**config.mk**
```make
export PLATFORM = sky130hd
export DESIGN_NAME = rf_multiport
export DESIGN_NICKNAME = d
export VERILOG_FILES = /design/src/rtl/rf_multiport.sv
export SDC_FILE = /design/constraint.sdc
export NUM_CORES = 1
export LEC_CHECK = 0
export BUFFER_PORTS_ARGS = -buffer_cell sky130_fd_sc_hd__buf_4
export CORE_MARGIN = 5
export CORE_UTILIZATION = 45
export CTS_CLUSTER_SIZE = 20
export DETAILED_ROUTE_END_ITERATION = 16
export PLACE_DENSITY = 0.7
export SKIP_CTS_REPAIR_TIMING = 1
export SYNTH_ARGS = -nofsm -noshare
export SYNTH_HDL_FRONTEND = slang
export SYNTH_SLANG_ARGS = --single-unit
export TNS_END_PERCENT = 20
```
**constraint.sdc**
```tcl
create_clock -name clk_i -period 7.48 [get_ports clk_i]
set_input_delay 0.748 -clock clk_i [delete_from_list [all_inputs] [get_ports clk_i]]
set_output_delay 0.748 -clock clk_i [all_outputs]
set_load 0.03 [all_outputs]
```
**src/rtl/rf_multiport.sv**
```systemverilog
// rf_multiport: integer register file with NRD combinational read ports, one bypassed
// synchronous write port, a per-entry busy scoreboard and a one-entry-per-cycle clear engine.
module rf_multiport #(
    parameter int  XLEN     = 32,
    parameter int  NREG     = 32,
    parameter int  NRD      = 2,
    parameter int  ZERO_REG = 1,
    localparam int AW       = $clog2(NREG)
) (
    input  logic                clk_i,
    input  logic                rst_ni,
    input  logic [NRD*AW-1:0]   ra_i,
    output logic [NRD*XLEN-1:0] rd_o,
    output logic [NRD-1:0]      rd_busy_o,
    input  logic                we_i,
    input  logic [AW-1:0]       wa_i,
    input  logic [XLEN-1:0]     wd_i,
    input  logic                alloc_i,
    input  logic [AW-1:0]       alloc_addr_i,
    input  logic                clr_req_i,
    output logic                clr_busy_o,
    output logic                clr_done_o
);
    typedef enum logic {IDLE = 1'b0, CLEAR = 1'b1} state_e;

    state_e          state_q, state_d;
    logic [AW-1:0]   idx_q, idx_d;
    logic            clr_done_q, clr_done_d;
    logic [NREG-1:0] busy_q, busy_d;
    logic [XLEN-1:0] mem_q [NREG];
    logic            zero_en_s, idle_s, we_eff_s, alloc_eff_s;

    assign zero_en_s   = (ZERO_REG != 0);
    assign idle_s      = (state_q == IDLE);
    // A clear request in IDLE swallows any write or allocate presented alongside it.
    assign we_eff_s    = we_i & idle_s & ~clr_req_i & ~(zero_en_s & (wa_i == '0));
    assign alloc_eff_s = alloc_i & idle_s & ~clr_req_i & ~(zero_en_s & (alloc_addr_i == '0));
    assign clr_busy_o  = (state_q == CLEAR);
    assign clr_done_o  = clr_done_q;

    // Clear-engine next state: walk idx over every entry, then fall back to IDLE.
    always_comb begin
        state_d    = state_q;
        idx_d      = idx_q;
        clr_done_d = 1'b0;
        case (state_q)
            IDLE: begin
                if (clr_req_i) begin
                    state_d = CLEAR;
                    idx_d   = '0;
                end else begin
                    state_d = IDLE;
                end
            end
            CLEAR: begin
                idx_d = idx_q + AW'(1);
                if (idx_q == AW'(NREG - 1)) begin
                    state_d    = IDLE;
                    clr_done_d = 1'b1;
                end else begin
                    state_d = CLEAR;
                end
            end
            default: begin
                state_d = CLEAR;
                idx_d   = '0;
            end
        endcase
    end

    // Scoreboard next state: release on write, then allocate so a same-address alloc wins.
    always_comb begin
        busy_d = busy_q;
        if (idle_s && clr_req_i) begin
            busy_d = '0;
        end else begin
            busy_d[wa_i]         = busy_q[wa_i] & ~we_eff_s;
            busy_d[alloc_addr_i] = busy_d[alloc_addr_i] | alloc_eff_s;
        end
    end

    // Control and scoreboard registers.
    always_ff @(posedge clk_i or negedge rst_ni) begin
        if (!rst_ni) begin
            state_q    <= CLEAR;
            idx_q      <= '0;
            clr_done_q <= 1'b0;
            busy_q     <= '0;
        end else begin
            state_q    <= state_d;
            idx_q      <= idx_d;
            clr_done_q <= clr_done_d;
            busy_q     <= busy_d;
        end
    end

    // Storage array: zeroed by the clear engine, otherwise written by the write port.
    always_ff @(posedge clk_i) begin
        if (state_q == CLEAR) begin
            mem_q[idx_q] <= '0;
        end else if (we_eff_s) begin
            mem_q[wa_i] <= wd_i;
        end
    end

    for (genvar g = 0; g < NRD; g++) begin : g_rd
        logic [AW-1:0] ra_s;
        logic          hit_s;
        logic          zero_s;

        assign ra_s   = ra_i[g*AW +: AW];
        assign hit_s  = we_eff_s & (wa_i == ra_s);
        assign zero_s = clr_busy_o | (zero_en_s & (ra_s == '0));
        assign rd_o[g*XLEN +: XLEN] = zero_s ? '0 : (hit_s ? wd_i : mem_q[ra_s]);
        assign rd_busy_o[g]         = ~zero_s & ~hit_s & busy_q[ra_s];
    end
endmodule

```
==> metrics.md <==
| Metric | Value |
|---|---|
| Hpwl dp | about 93 mm |
| H-Tree Depth | 3 |
| Crit Reg-Reg Startpoint | clr_busy_o$_DFF_PN1_ |
| Total chip power | between 15 and 20 mW |
| Dpl cells | about 4900 |
| Post-Syn Instances | between 3000 and 4000 |
| Clock root cell | clkbuf_16 |
| Setup Viol. Count Final | 0 |
| Clock Tree Buf Depth | 3 |
| Seq pwr share | 0.476 |
| Sw Ratio | 0.303 |
| Initial antenna violation count | 1 |
| Most common cell after layout, fill and taps aside | edfxtp_1 |
| Vias | 35879 |
| Antenna Nets Post-Route | 0 |
| Wire length of the first global-routing pass | around 240 mm |
| Fraction of layout cells with a size suffix above 1 | 0.195 |
| Reg2reg setup slack | 3.19 ns |
| DP Area | 55500 um^2 |
| Drt first pass iters | 5 |
| Fmax | 193 MHz |
| Non-filler cells, final | 5137 |
| Initial core utilization | 0.454 |
| Routed WL per cell | 32.2 um |
| Final Cycle Share | 0.692 |
| CP startpoint | ra_i[2] |
| Most frequent cells in the layout | edfxtp_1 (1024), mux2i_1 (536), mux4_2 (276) |
| Clock network fraction of design power | 0.327 |
| Core Util, Final | 0.506 |
| Dominant synthesized flop cell | edfxtp_1 |
| Crit path max fanout | 47 |
| Grt ovf | 0 |
| Slew margin rel. | 0.227 |
| Synth Warn # | 0 |
| Worst flop-to-flop path endpoint | mem_q[19][5]$_DFFE_PP_ |
| Pleak | around 20 nW |
| WP data required | 6.73 ns |
| CTS tree | done |
| Yosys top cell area share | 0.582 |
| Slew Viols, Final | 0 |
| WP data arrival | between 4 and 5 ns |
| Post-synth cell types | between 60 and 70 |
| Internal | 11.4 mW |
| Rows | ~130 |
| Switch Pwr | slightly below 5 mW |
| Clk_lat worst skew | between 0.7 and 0.8 ns |
| Clock-pin slew on the worst setup and hold paths | roughly 0.070 ns |
| Filler instances | about 9400 |
| Syn Nets | 3560 |
| Core area | 117000 um^2 |
| Synth area leader | edfxtp_1 |
| Max IR drop VDD | approximately 0.21 mV |
| Die H | approximately 350 um |
| Status | finished, final reports clean |
| Critical path class | input pin to output pin |
| Minimum clock period | slightly above 5 ns |
| WL final | between 150 and 200 mm |
| Total global-route track usage | 0.259 |
| Die area | around 120000 um^2 |
| Cell Area, Synth | around 53000 um^2 |
| I/O Buffers | around 120 |
| Max Clock Skew | 0.0891 ns |
| CTS buffer count | between 100 and 150 |
| Clk sinks | roughly 1100 |
| Syn-to-layout area delta | 11.6% |
| Yosys reg bits | around 1100 |
| EDFF count, synth | slightly above 1000 |
| RSZ-0062 raised after global routing | false |
| Worst R2R Path Depth | 9 |
| Worst setup EP type | output pin |
| Final Hold Viols | 0 |
| Vias in the first global route | ~35000 |
| Antenna cells | 0 |
| Global placement routability congestion | 0.908 |
| Total Negative Setup Slacks | 0 ns |
| Avg Inst Size Synth | approximately 15 um^2 |
| Ys async rst share | 0.0367 |
| Ranking of synthesized cells by area | edfxtp_1 (58%), mux4_2 (12%), mux2i_1 (10%) |
| Combinational share of power | 0.198 |
| Startpoint Class | input pin |
| Fin area | 59000 um^2 |
| Residual DRC count | 0 |
| Largest net degree at the start of global routing | 93 |
| Least-Margin Pin Slew | approximately 1.2 ns |
| Iter 0 DRT Violations | 4871 |
| Post-synthesis sequential area ratio | 0.600 |
| Hold WC Path Type | input pin to async pin |
| Max cap viols | 0 |
| DR vias/cell | 6.98 |
| Top-Level Pins | around 130 |
| Final nets | around 3600 |
| Pwr per Cell Area | between 200 and 300 nW/um^2 |
| Die width | ~350 um |
-- through the flow --
stage / worst slack (ns) / hold slack (ns)
5_1_grt: 2.31 / 0.0507
4_1_cts: 1.99 / -0.00195
3_5_place_dp: 2.11 / 0.568
3_3_place_gp: 2.23 / 0.545
6_report: 2.30 / 0.0170
2_1_floorplan: 3.47 / 0.452
-- layer usage --
metal	global-route usage	routed length (um)	vias to the layer above	part of all wire
met5	0	0	-	0
met4	0.105	7450	0	0.045
met3	0.0551	19900	429	0.12
met2	0.408	76400	2494	0.46
met1	0.353	61900	18271	0.37
li1	-	-	14685	-
-- synthesized netlist by cell type, types with 4 or more instances --
| master | count |
|---|---|
| buf_4 | 9 |
| and3_1 | 4 |
| mux4_2 | 276 |
| nand2b_1 | 7 |
| or3b_2 | 4 |
| nor2b_1 | 12 |
| o32ai_1 | 10 |
| edfxtp_1 | 1024 |
| nand3_1 | 12 |
| nand3b_1 | 6 |
| buf_1 | 36 |
| nor3_1 | 85 |
| o221ai_1 | 257 |
| clkbuf_1 | 168 |
| a22oi_1 | 18 |
| buf_2 | 81 |
| a21oi_1 | 221 |
| dfrtp_1 | 38 |
| mux2_2 | 6 |
| nand2_1 | 51 |
| or2_2 | 6 |
| and2_1 | 39 |
| mux2i_1 | 536 |
| a221oi_1 | 18 |
| xnor2_1 | 7 |
| o21ai_0 | 51 |
| a31oi_1 | 14 |
| xor2_1 | 8 |
| o31ai_1 | 8 |
| o211ai_1 | 5 |
| a211oi_1 | 79 |
| nor2_1 | 216 |
| o22ai_1 | 127 |
| inv_1 | 8 |
| buf_6 | 6 |
-- area by class of cell --
type	instances	area (um^2)	area share
sequential	1063	31700	0.538
multi-input combinational	2128	20100	0.341
clock buffer	145	2950	0.0500
tap	1524	1910	0.0323
timing repair buffer	210	1720	0.0291
clock inverter	57	539	0.00914
inverter	10	42.5	0.000721
-- worst max-delay path: stages --
cell and delay, ns:
buf_4 0.64, nand2b_4 0.81, buf_4 0.70, o221ai_1 0.25, o22ai_1 0.23, nor2_1 0.06
a21oi_1 0.35, a211oi_1 0.22, buf_4 0.22
-- flip-flops by register name, indices dropped and copies added (netlist names) --
signal / count
busy_q: 32
idx_q: 5
mem_q: 1024
clr_done_o: 1
clr_busy_o: 1
-- kinds of logic after synthesis --
family / after synthesis / synth area share
DFF: 1063 / 0.600
AOI/OAI and AO/OA: 830 / 0.110
muxes: 818 / 0.220
and+or+nand+nor: 462 / 0.0412
buffers and inverters: 310 / 0.0254
xor gates and xnor gates: 16 / 0.00301
adders and majority gates: 2 / 0.000473
-- worst max path at each step --
stage / end / slack [ns] / cells past startpoint
after floorplan: mem_q[0][0]$_DFFE_PP_ / 3.47 / 8
after global placement: rd_o[23] / 2.23 / 7
after detailed placement: rd_o[23] / 2.11 / 7
after CTS: rd_o[23] / 1.99 / 8
after global routing: rd_o[1] / 2.31 / 9
final: rd_o[1] / 2.30 / 9
-- power by group through the flow --
stage / clock network (mW) / logic, mW / registers, mW
finish: 5.36 / 3.25 / 7.81
floorplan: 0 / 1.95 / 7.74
global route: 5.66 / 3.38 / 7.87
CTS: 5.39 / 3.19 / 7.79
detailed placement: 0 / 3.18 / 7.91
global placement: 0 / 3.15 / 7.86
(Power assumes the default switching activity.)
